`config.mk`:
```
export PLATFORM = sky130hd
export DESIGN_NAME = seq_shifter
export DESIGN_NICKNAME = d
export VERILOG_FILES = /design/src/rtl/seq_shifter.sv
export SDC_FILE = /design/constraint.sdc
export NUM_CORES = 1
export LEC_CHECK = 0
export CORE_ASPECT_RATIO = 1.5
export CORE_MARGIN = 2
export CORE_UTILIZATION = 56
export CTS_BUF_LIST = sky130_fd_sc_hd__clkbuf_8 sky130_fd_sc_hd__clkbuf_16
export CTS_CLUSTER_DIAMETER = 100
export DETAILED_ROUTE_END_ITERATION = 10
export GPL_TIMING_DRIVEN = 0
export PLACE_DENSITY = 0.91
export SETUP_SLACK_MARGIN = 0.3
export SLEW_MARGIN = 20
export SYNTH_ARGS = -nofsm -noshare
export SYNTH_HDL_FRONTEND = slang
export SYNTH_SLANG_ARGS = --single-unit
```
`constraint.sdc`:
```
create_clock -name clk -period 3.8 [get_ports clk]
set_clock_uncertainty 0.2 [all_clocks]
set_input_delay 0.38 -clock clk [delete_from_list [all_inputs] [get_ports clk]]
set_output_delay 0.38 -clock clk [all_outputs]
set_load 0.03 [all_outputs]
```
`src/rtl/seq_shifter.sv`:
```
// Multi-cycle shifter/rotator: up to STEP positions per clock, valid/ready in and out.
// Optional NZC flag output enabled by defining SEQ_SHIFTER_FLAGS_EN.
module seq_shifter #(
    parameter int WIDTH = 16,
    parameter int STEP  = 4,
    parameter int AMT_W = $clog2(WIDTH)
) (
    input  logic             clk,
    input  logic             reset,
    input  logic             in_valid,
    output logic             in_ready,
    input  logic [WIDTH-1:0] in_data,
    input  logic [AMT_W-1:0] in_amt,
    input  logic [1:0]       in_mode,
    output logic             out_valid,
    input  logic             out_ready,
    output logic [WIDTH-1:0] out_data,
    output logic             out_carry,
    output logic [2:0]       out_flags
);

    typedef enum logic [1:0] {
        IDLE  = 2'b00,
        SHIFT = 2'b01,
        DONE  = 2'b10
    } state_t;

    localparam logic [1:0] MODE_ROR = 2'b00;
    localparam logic [1:0] MODE_LSL = 2'b01;
    localparam logic [1:0] MODE_LSR = 2'b10;
    localparam logic [1:0] MODE_ASR = 2'b11;

    state_t           state_q, state_d;
    logic [WIDTH-1:0] data_q, data_d;
    logic [AMT_W-1:0] rem_q, rem_d;
    logic [1:0]       mode_q, mode_d;
    logic             carry_q, carry_d;
    logic             last_step;
    int               rem_i;
    int               step_k;

    // One k-position step (1 <= k < WIDTH); returns {carry, result}.
    function automatic logic [WIDTH:0] shift_step(
        input logic [WIDTH-1:0] din,
        input logic [1:0]       mode,
        input int               k
    );
        logic signed [WIDTH-1:0] sdin;
        logic [WIDTH-1:0]        res;
        logic [WIDTH-1:0]        tap;
        sdin = $signed(din);
        res  = din;
        tap  = din >> (k - 1);
        case (mode)
            MODE_LSL: begin
                res = din << k;
                tap = din >> (WIDTH - k);
            end
            MODE_LSR: res = din >> k;
            MODE_ASR: res = $unsigned(sdin >>> k);
            default:  res = (din >> k) | (din << (WIDTH - k));
        endcase
        return {tap[0], res};
    endfunction

    always_comb begin
        rem_i     = int'(rem_q);
        step_k    = (rem_i < STEP) ? rem_i : STEP;
        last_step = (rem_i <= STEP);
    end

    // State register
    always_ff @(posedge clk or posedge reset) begin
        if (reset) begin
            state_q <= IDLE;
        end else begin
            state_q <= state_d;
        end
    end

    // Next state: every accepted request passes through SHIFT at least once,
    // so a zero amount takes one cycle just like amounts 1..STEP.
    always_comb begin
        state_d = state_q;
        case (state_q)
            IDLE:    if (in_valid)  state_d = SHIFT;
            SHIFT:   if (last_step) state_d = DONE;
            DONE:    if (out_ready) state_d = IDLE;
            default: state_d = IDLE;
        endcase
    end

    always_comb begin
        data_d  = data_q;
        rem_d   = rem_q;
        mode_d  = mode_q;
        carry_d = carry_q;
        case (state_q)
            IDLE: begin
                if (in_valid) begin
                    data_d  = in_data;
                    rem_d   = in_amt;
                    mode_d  = in_mode;
                    carry_d = 1'b0;
                end
            end
            SHIFT: begin
                if (step_k > 0) begin
                    {carry_d, data_d} = shift_step(data_q, mode_q, step_k);
                    rem_d             = AMT_W'(rem_i - step_k);
                end
            end
            default: ;
        endcase
    end

    always_ff @(posedge clk or posedge reset) begin
        if (reset) begin
            data_q  <= '0;
            rem_q   <= '0;
            mode_q  <= '0;
            carry_q <= 1'b0;
        end else begin
            data_q  <= data_d;
            rem_q   <= rem_d;
            mode_q  <= mode_d;
            carry_q <= carry_d;
        end
    end

`ifdef SEQ_SHIFTER_FLAGS_EN
    logic [2:0] flags_q, flags_d;

    // Flags are captured only on entry to DONE so they stay aligned with the held result.
    always_comb begin
        flags_d = flags_q;
        if (state_q == SHIFT && last_step) begin
            flags_d = {data_d[WIDTH-1], (data_d == '0), carry_d};
        end
    end

    always_ff @(posedge clk or posedge reset) begin
        if (reset) begin
            flags_q <= 3'b000;
        end else begin
            flags_q <= flags_d;
        end
    end

    assign out_flags = flags_q;
`else
    assign out_flags = 3'b000;
`endif

    // Outputs
    always_comb begin
        in_ready  = (state_q == IDLE);
        out_valid = (state_q == DONE);
        out_data  = data_q;
        out_carry = carry_q;
    end

endmodule

```
Yosys cells after proc, flatten, opt, wreduce, memory -nomap -nowiden
Index checks and enable logic that the tools add are counted.

operators by class
  equality and inequality tests = 9
  add/subtract/negate cells = 3
  muxes and demuxes = 16
  bitwise operators = 1
  reductions and logical operators = 5
  shift-type cells = 6
  magnitude comparators = 3

operators by type and width
  cell                                                                   number
  16-bit by 32-bit >> shifter with 1-bit output                          2
  16-bit case mux with 3 select lines                                    1
  16-bit 2-to-1 mux                                                      2
  16-bit case mux with 2 select lines                                    1
  16-bit by 32-bit left shift with 16-bit output                         1
  16-bit OR                                                              1
  16-bit by 4-bit left shift with 16-bit output                          1
  16-bit by 4-bit >> shifter with 16-bit output                          1
  16-bit by 4-bit >>> shifter with 16-bit output                         1
  4-bit 2-to-1 mux                                                       3
  4-bit case mux with 2 select lines                                     1
  2-bit equality test, second input constant                             3
  2-bit 2-to-1 mux                                                       3
  2-bit inequality test, second input constant                           3
  2-bit case mux with 3 select lines                                     1
  3-bit AND reduction                                                    2
  5-bit by 4-bit subtractor with 6-bit output, first input constant      1
  4-bit by 1-bit subtractor with 5-bit output, second input constant     1
  2-bit by 1-bit equality test with 1-bit output, second input constant  2
  4-bit by 1-bit > comparator with 1-bit output, second input constant   1
  4-bit by 3-bit <= comparator with 1-bit output, second input constant  1
  4-bit by 3-bit < comparator with 1-bit output, second input constant   1
  4-bit subtractor                                                       1
  1-bit 2-to-1 mux                                                       3
  other kinds (5)                                                        5

storage, ports and cells
  logic and storage cells = 48
  register bits = 25
  output and inout port bits = 22

Depth between registers and ports, before layout
  word-level depth = 8
  gate-level depth with buffers = 14
  mapped depth without buffers = 9

Worst setup path before layout
No wires, ideal clock.

  path type = register to register
  from = register rem_q[2]
  to = register carry_q (netlist: out_carry)
  setup time = 87 ps
  arrival time = 2899 ps
  path buffers = 4
  setup slack = 614 ps
  period minus slack after synthesis = 3186 ps
  stages on the path, launching flop included = 14
  path through = dfrtp_1 > buf_2 > nor2_4 > clkbuf_1 > nand2_1 > ha_1 > buf_2 > or3_1 > and2_1 > clkbuf_2 > mux2_2 > o22ai_1 > a221o_1 > a22oi_1

between the ends
  cells in the longest elaborated chain, start to end = 7

ends and longest elaborated chain
  element                                                                                                     line    source
  from (decl)                                                                                                 35      logic [AMT_W-1:0] rem_q, rem_d;
  from (signal assigned)                                                                                      125     rem_q <= rem_d;
  4-bit by 3-bit < comparator with 1-bit output                                                               68      step_k = (rem_i < STEP) ? rem_i : STEP;
  4-bit 2-to-1 mux (*)                                                                                        68
  5-bit by 4-bit subtractor with 6-bit output or 4-bit by 1-bit subtractor with 5-bit output (tied branches)  57, 53
  16-bit by 32-bit >> shifter with 1-bit output (on tied branches)                                            57, 53
  1-bit 2-to-1 mux                                                                                            54      case (mode)
  1-bit 2-to-1 mux                                                                                            108     if (step_k > 0) begin
  1-bit case mux with 2 select lines                                                                          98      case (state_q)
  to (signal assigned)                                                                                        127     carry_q <= carry_d;
  to (decl)                                                                                                   37      logic carry_q, carry_d;

Mark *: on every way between the ends. The rest lies on a longest branch, timed or not. The select of a mux whose other input is x is not followed.
A chain may end at the register's enable or synchronous reset.

Final worst setup path
  from = register rem_q[2]
  to = register data_q[4] (netlist: out_data[4])

between the ends
  cells in the longest elaborated chain, start to end = 8

ends and longest elaborated chain
  element                                         line  source
  4-bit by 3-bit < comparator with 1-bit output   68
  4-bit 2-to-1 mux (*)                            68
  5-bit by 4-bit subtractor with 6-bit output     61    default: res = (din >> k) | (din << (WIDTH - k));
  16-bit by 32-bit left shift with 16-bit output  61
  16-bit OR                                       61
  16-bit case mux with 3 select lines             54
  16-bit 2-to-1 mux                               108
  16-bit case mux with 2 select lines             98
  to (signal assigned)                            124   data_q <= data_d;
  to (decl)                                       34    logic [WIDTH-1:0] data_q, data_d;

Marks and branches as above.

==> flow_metrics.tcl <==
set metrics [dict create \
    status "finished, final reports clean" \
    grt_antenna_before_repair 0 \
    ys.flop_type "dfrtp_1" \
    ys_seq_area_frac 0.187 \
    crit_path_end "out_data[4]$_DFFE_PP0P_" \
    cp-end-kind "flop" \
    post-route-period-util 0.905 \
    r2r_setup_slack_ns 0.36 \
    yosys_warnings 0 \
    startpoint_type "flop" \
    grt_pass1_vias 3908 \
    layout-drive-gt1-share 0.178 \
    synth_adder_area_share 0.00374 \
    coreArea_um2 5790 \
    synth-async-reset-ratio 1.00 \
    max_freq_ghz 0.291 \
    slew_headroom 0.321 \
    synth_top_family_by_area "compound AO/OA/AOI/OAI gates" \
    grt_pass1_wl_um 21900 \
    top_usage_layer "met2" \
    grt.met1_usage 0.556 \
    dpl.hpwl_um 9900 \
    row_count 34 \
    tightest_slew_ns 1.01 \
    worst-setup-path-type "reg2reg" \
    timing.setup.tns_ns 0 \
    dieArea_um2 6630 \
    drt_iter0_drc 619 \
    slew_violations 0 \
    cp-startpoint "rem_q[2]$_DFFE_PP0P_" \
    cts_tree "built" \
    ios 48 \
    instances_no_fill 544 \
    use_met3 0.124 \
    area_growth_pct 20.0 \
    chipHeight_um 98.7 \
    synth_xor_area_frac 0.0120 \
    finalWirelength_um 14200 \
    io_buffer_count 44 \
    synth_simple_gate_area_frac 0.196 \
    n_antenna_cell 0 \
    synth.avg_cell_area_um2 7.97 \
    die_w_um 67.1 \
    drc 0 \
    grt_max_degree 26 \
    drt_first_pass_iters 8 \
    start_util 0.579 \
    nNetsFinal 500 \
    grt_usage 0.443 \
    ys_types 67 \
    synth_compound_area_frac 0.261 \
    synth_edf_count 0 \
    r2r-end "out_data[4]$_DFFE_PP0P_" \
    cts_buffers 3 \
    synthCells 420 \
    wl_per_cell_um 26.1 \
    antenna_left 0 \
    rsz0062_at_grt "true" \
    synth.area.mux_share 0.250 \
    clk_path_buf_depth 2 \
    cap_violations 0 \
    crit_fanout 10 \
    clock-sinks 25 \
    gp_congestion 1.08 \
    rr_worst_depth 12 \
    final_cell_mix "nand2_1 (44), clkdlybuf4s50_1 (44), mux2i_1 (33)" \
    finalHoldViolCount 0 \
    htreeDepth 1 \
    syn_area_um2 3350 \
    finalSetupViolations 0 \
    met2_usage 0.641 \
    dpl.cell_count 538 \
    ys_ff_latch 25 \
    grt_overflow 0 \
    hold_class "in2async" \
    path_clk_slew_ns 0.12 \
    r2r_start "rem_q[2]$_DFFE_PP0P_" \
    vias_per_cell 7.44 \
    clk_latency_ns 0.30 \
    root_buffer "clkbuf_8" \
    arrival_ns 3.44 \
    vias 4047 \
    period_minus_slack_ns 3.44 \
    worstPathRequired_ns 3.80 \
]
-- per-layer routing --
metal	wire, um	up-vias	part of all wire
met3	1880	136	0.13
li1	-	1679	-
met1	4920	1805	0.35
met4	1280	0	0.090
met2	6130	427	0.43
met5	0	-	0
-- metrics by stage --
step                instance area [um^2]  utilization  worst slack (ns)  hold slack, ns
global placement                    3890        0.672            -0.408           0.348
detailed placement                  3890        0.673            -0.269           0.365
floorplan                           3360            -             0.614           0.207
global route                        4020        0.695             0.265           0.370
finish                              4020        0.695             0.360           0.302
CTS                                 3970        0.686             0.304           0.382
-- Yosys cell counts (7+ instances only) --
master,n,share of area
mux4_2,13,0.087
mux2i_1,34,0.10
nor2b_1,7,0.013
inv_1,7,0.0078
clkbuf_1,29,0.032
dfrtp_1,25,0.19
nand3_1,8,0.012
buf_2,16,0.024
a21oi_1,23,0.034
nor3_1,15,0.022
o21ai_0,26,0.039
nand2_1,45,0.050
a31oi_1,11,0.021
a211oi_1,15,0.034
mux2_2,17,0.057
nor2_1,27,0.030
-- cell families (layout without fill, tap and decap cells) --
family                     Yosys count  after routing
buffers and inverters               64            114
AOI/OAI and AO/OA                  129            129
muxes                               65             65
adders and majority gates            1              1
xor gates and xnor gates             3              3
other                                1              3
DFF                                 25             25
and+or+nand+nor                    132            132
-- worst max-delay path, stage by stage, from the launching register on --
cell and delay [ns]:
dfrtp_1 0.49, buf_2 0.30, nor2_4 0.05, clkbuf_4 0.20, nand2_1 0.17, ha_1 0.16, buf_2 0.19, nor3b_4 0.46
a211o_1 0.19, buf_2 0.30, buf_2 0.34, nor3_1 0.09, nor3_1 0.19
-- registers in the layout, indices dropped and copies added, names as in the netlist --
signal     flops
out_carry      1
state_q        2
rem_q          4
mode_q         2
out_data      16
-- final cells by class --
| type | instances | area [um^2] |
|---|---|---|
| well taps | 72 | 90.1 |
| flip-flops and latches | 25 | 626 |
| inverters | 8 | 30.0 |
| plain buffers | 56 | 280 |
| fillers | 518 | 1770 |
| repair buffers | 46 | 455 |
| multi-input cells | 333 | 2490 |
| clock buffers | 3 | 41.3 |
| clock inverters | 1 | 7.51 |
-- worst min-delay path by stage --
| stage | from | to | slack (ns) | depth (start not counted) |
|---|---|---|---|---|
| final | reset | rem_q[2]$_DFFE_PP0P_ | 0.30 | 2 |
| after global routing | reset | out_data[0]$_DFFE_PP0P_ | 0.37 | 2 |
| after CTS | out_carry$_DFFE_PP0P_ | out_carry$_DFFE_PP0P_ | 0.38 | 2 |
| after detailed placement | out_carry$_DFFE_PP0P_ | out_carry$_DFFE_PP0P_ | 0.37 | 2 |
| after global placement | out_carry$_DFFE_PP0P_ | out_carry$_DFFE_PP0P_ | 0.35 | 2 |
| after floorplan | reset | mode_q[0]$_DFFE_PP0P_ | 0.21 | 1 |
-- timing repair --
item                       in CTS  in global routing
hold buffers                    0                  0
pin swaps                       1                  0
setup buffers                   1                  1
setup endpoints to repair      18                 14
gates resized for setup         8                 11
Power is not shown: default switching activity piles up to over one toggle a cycle in this logic, so the estimate is an artifact.
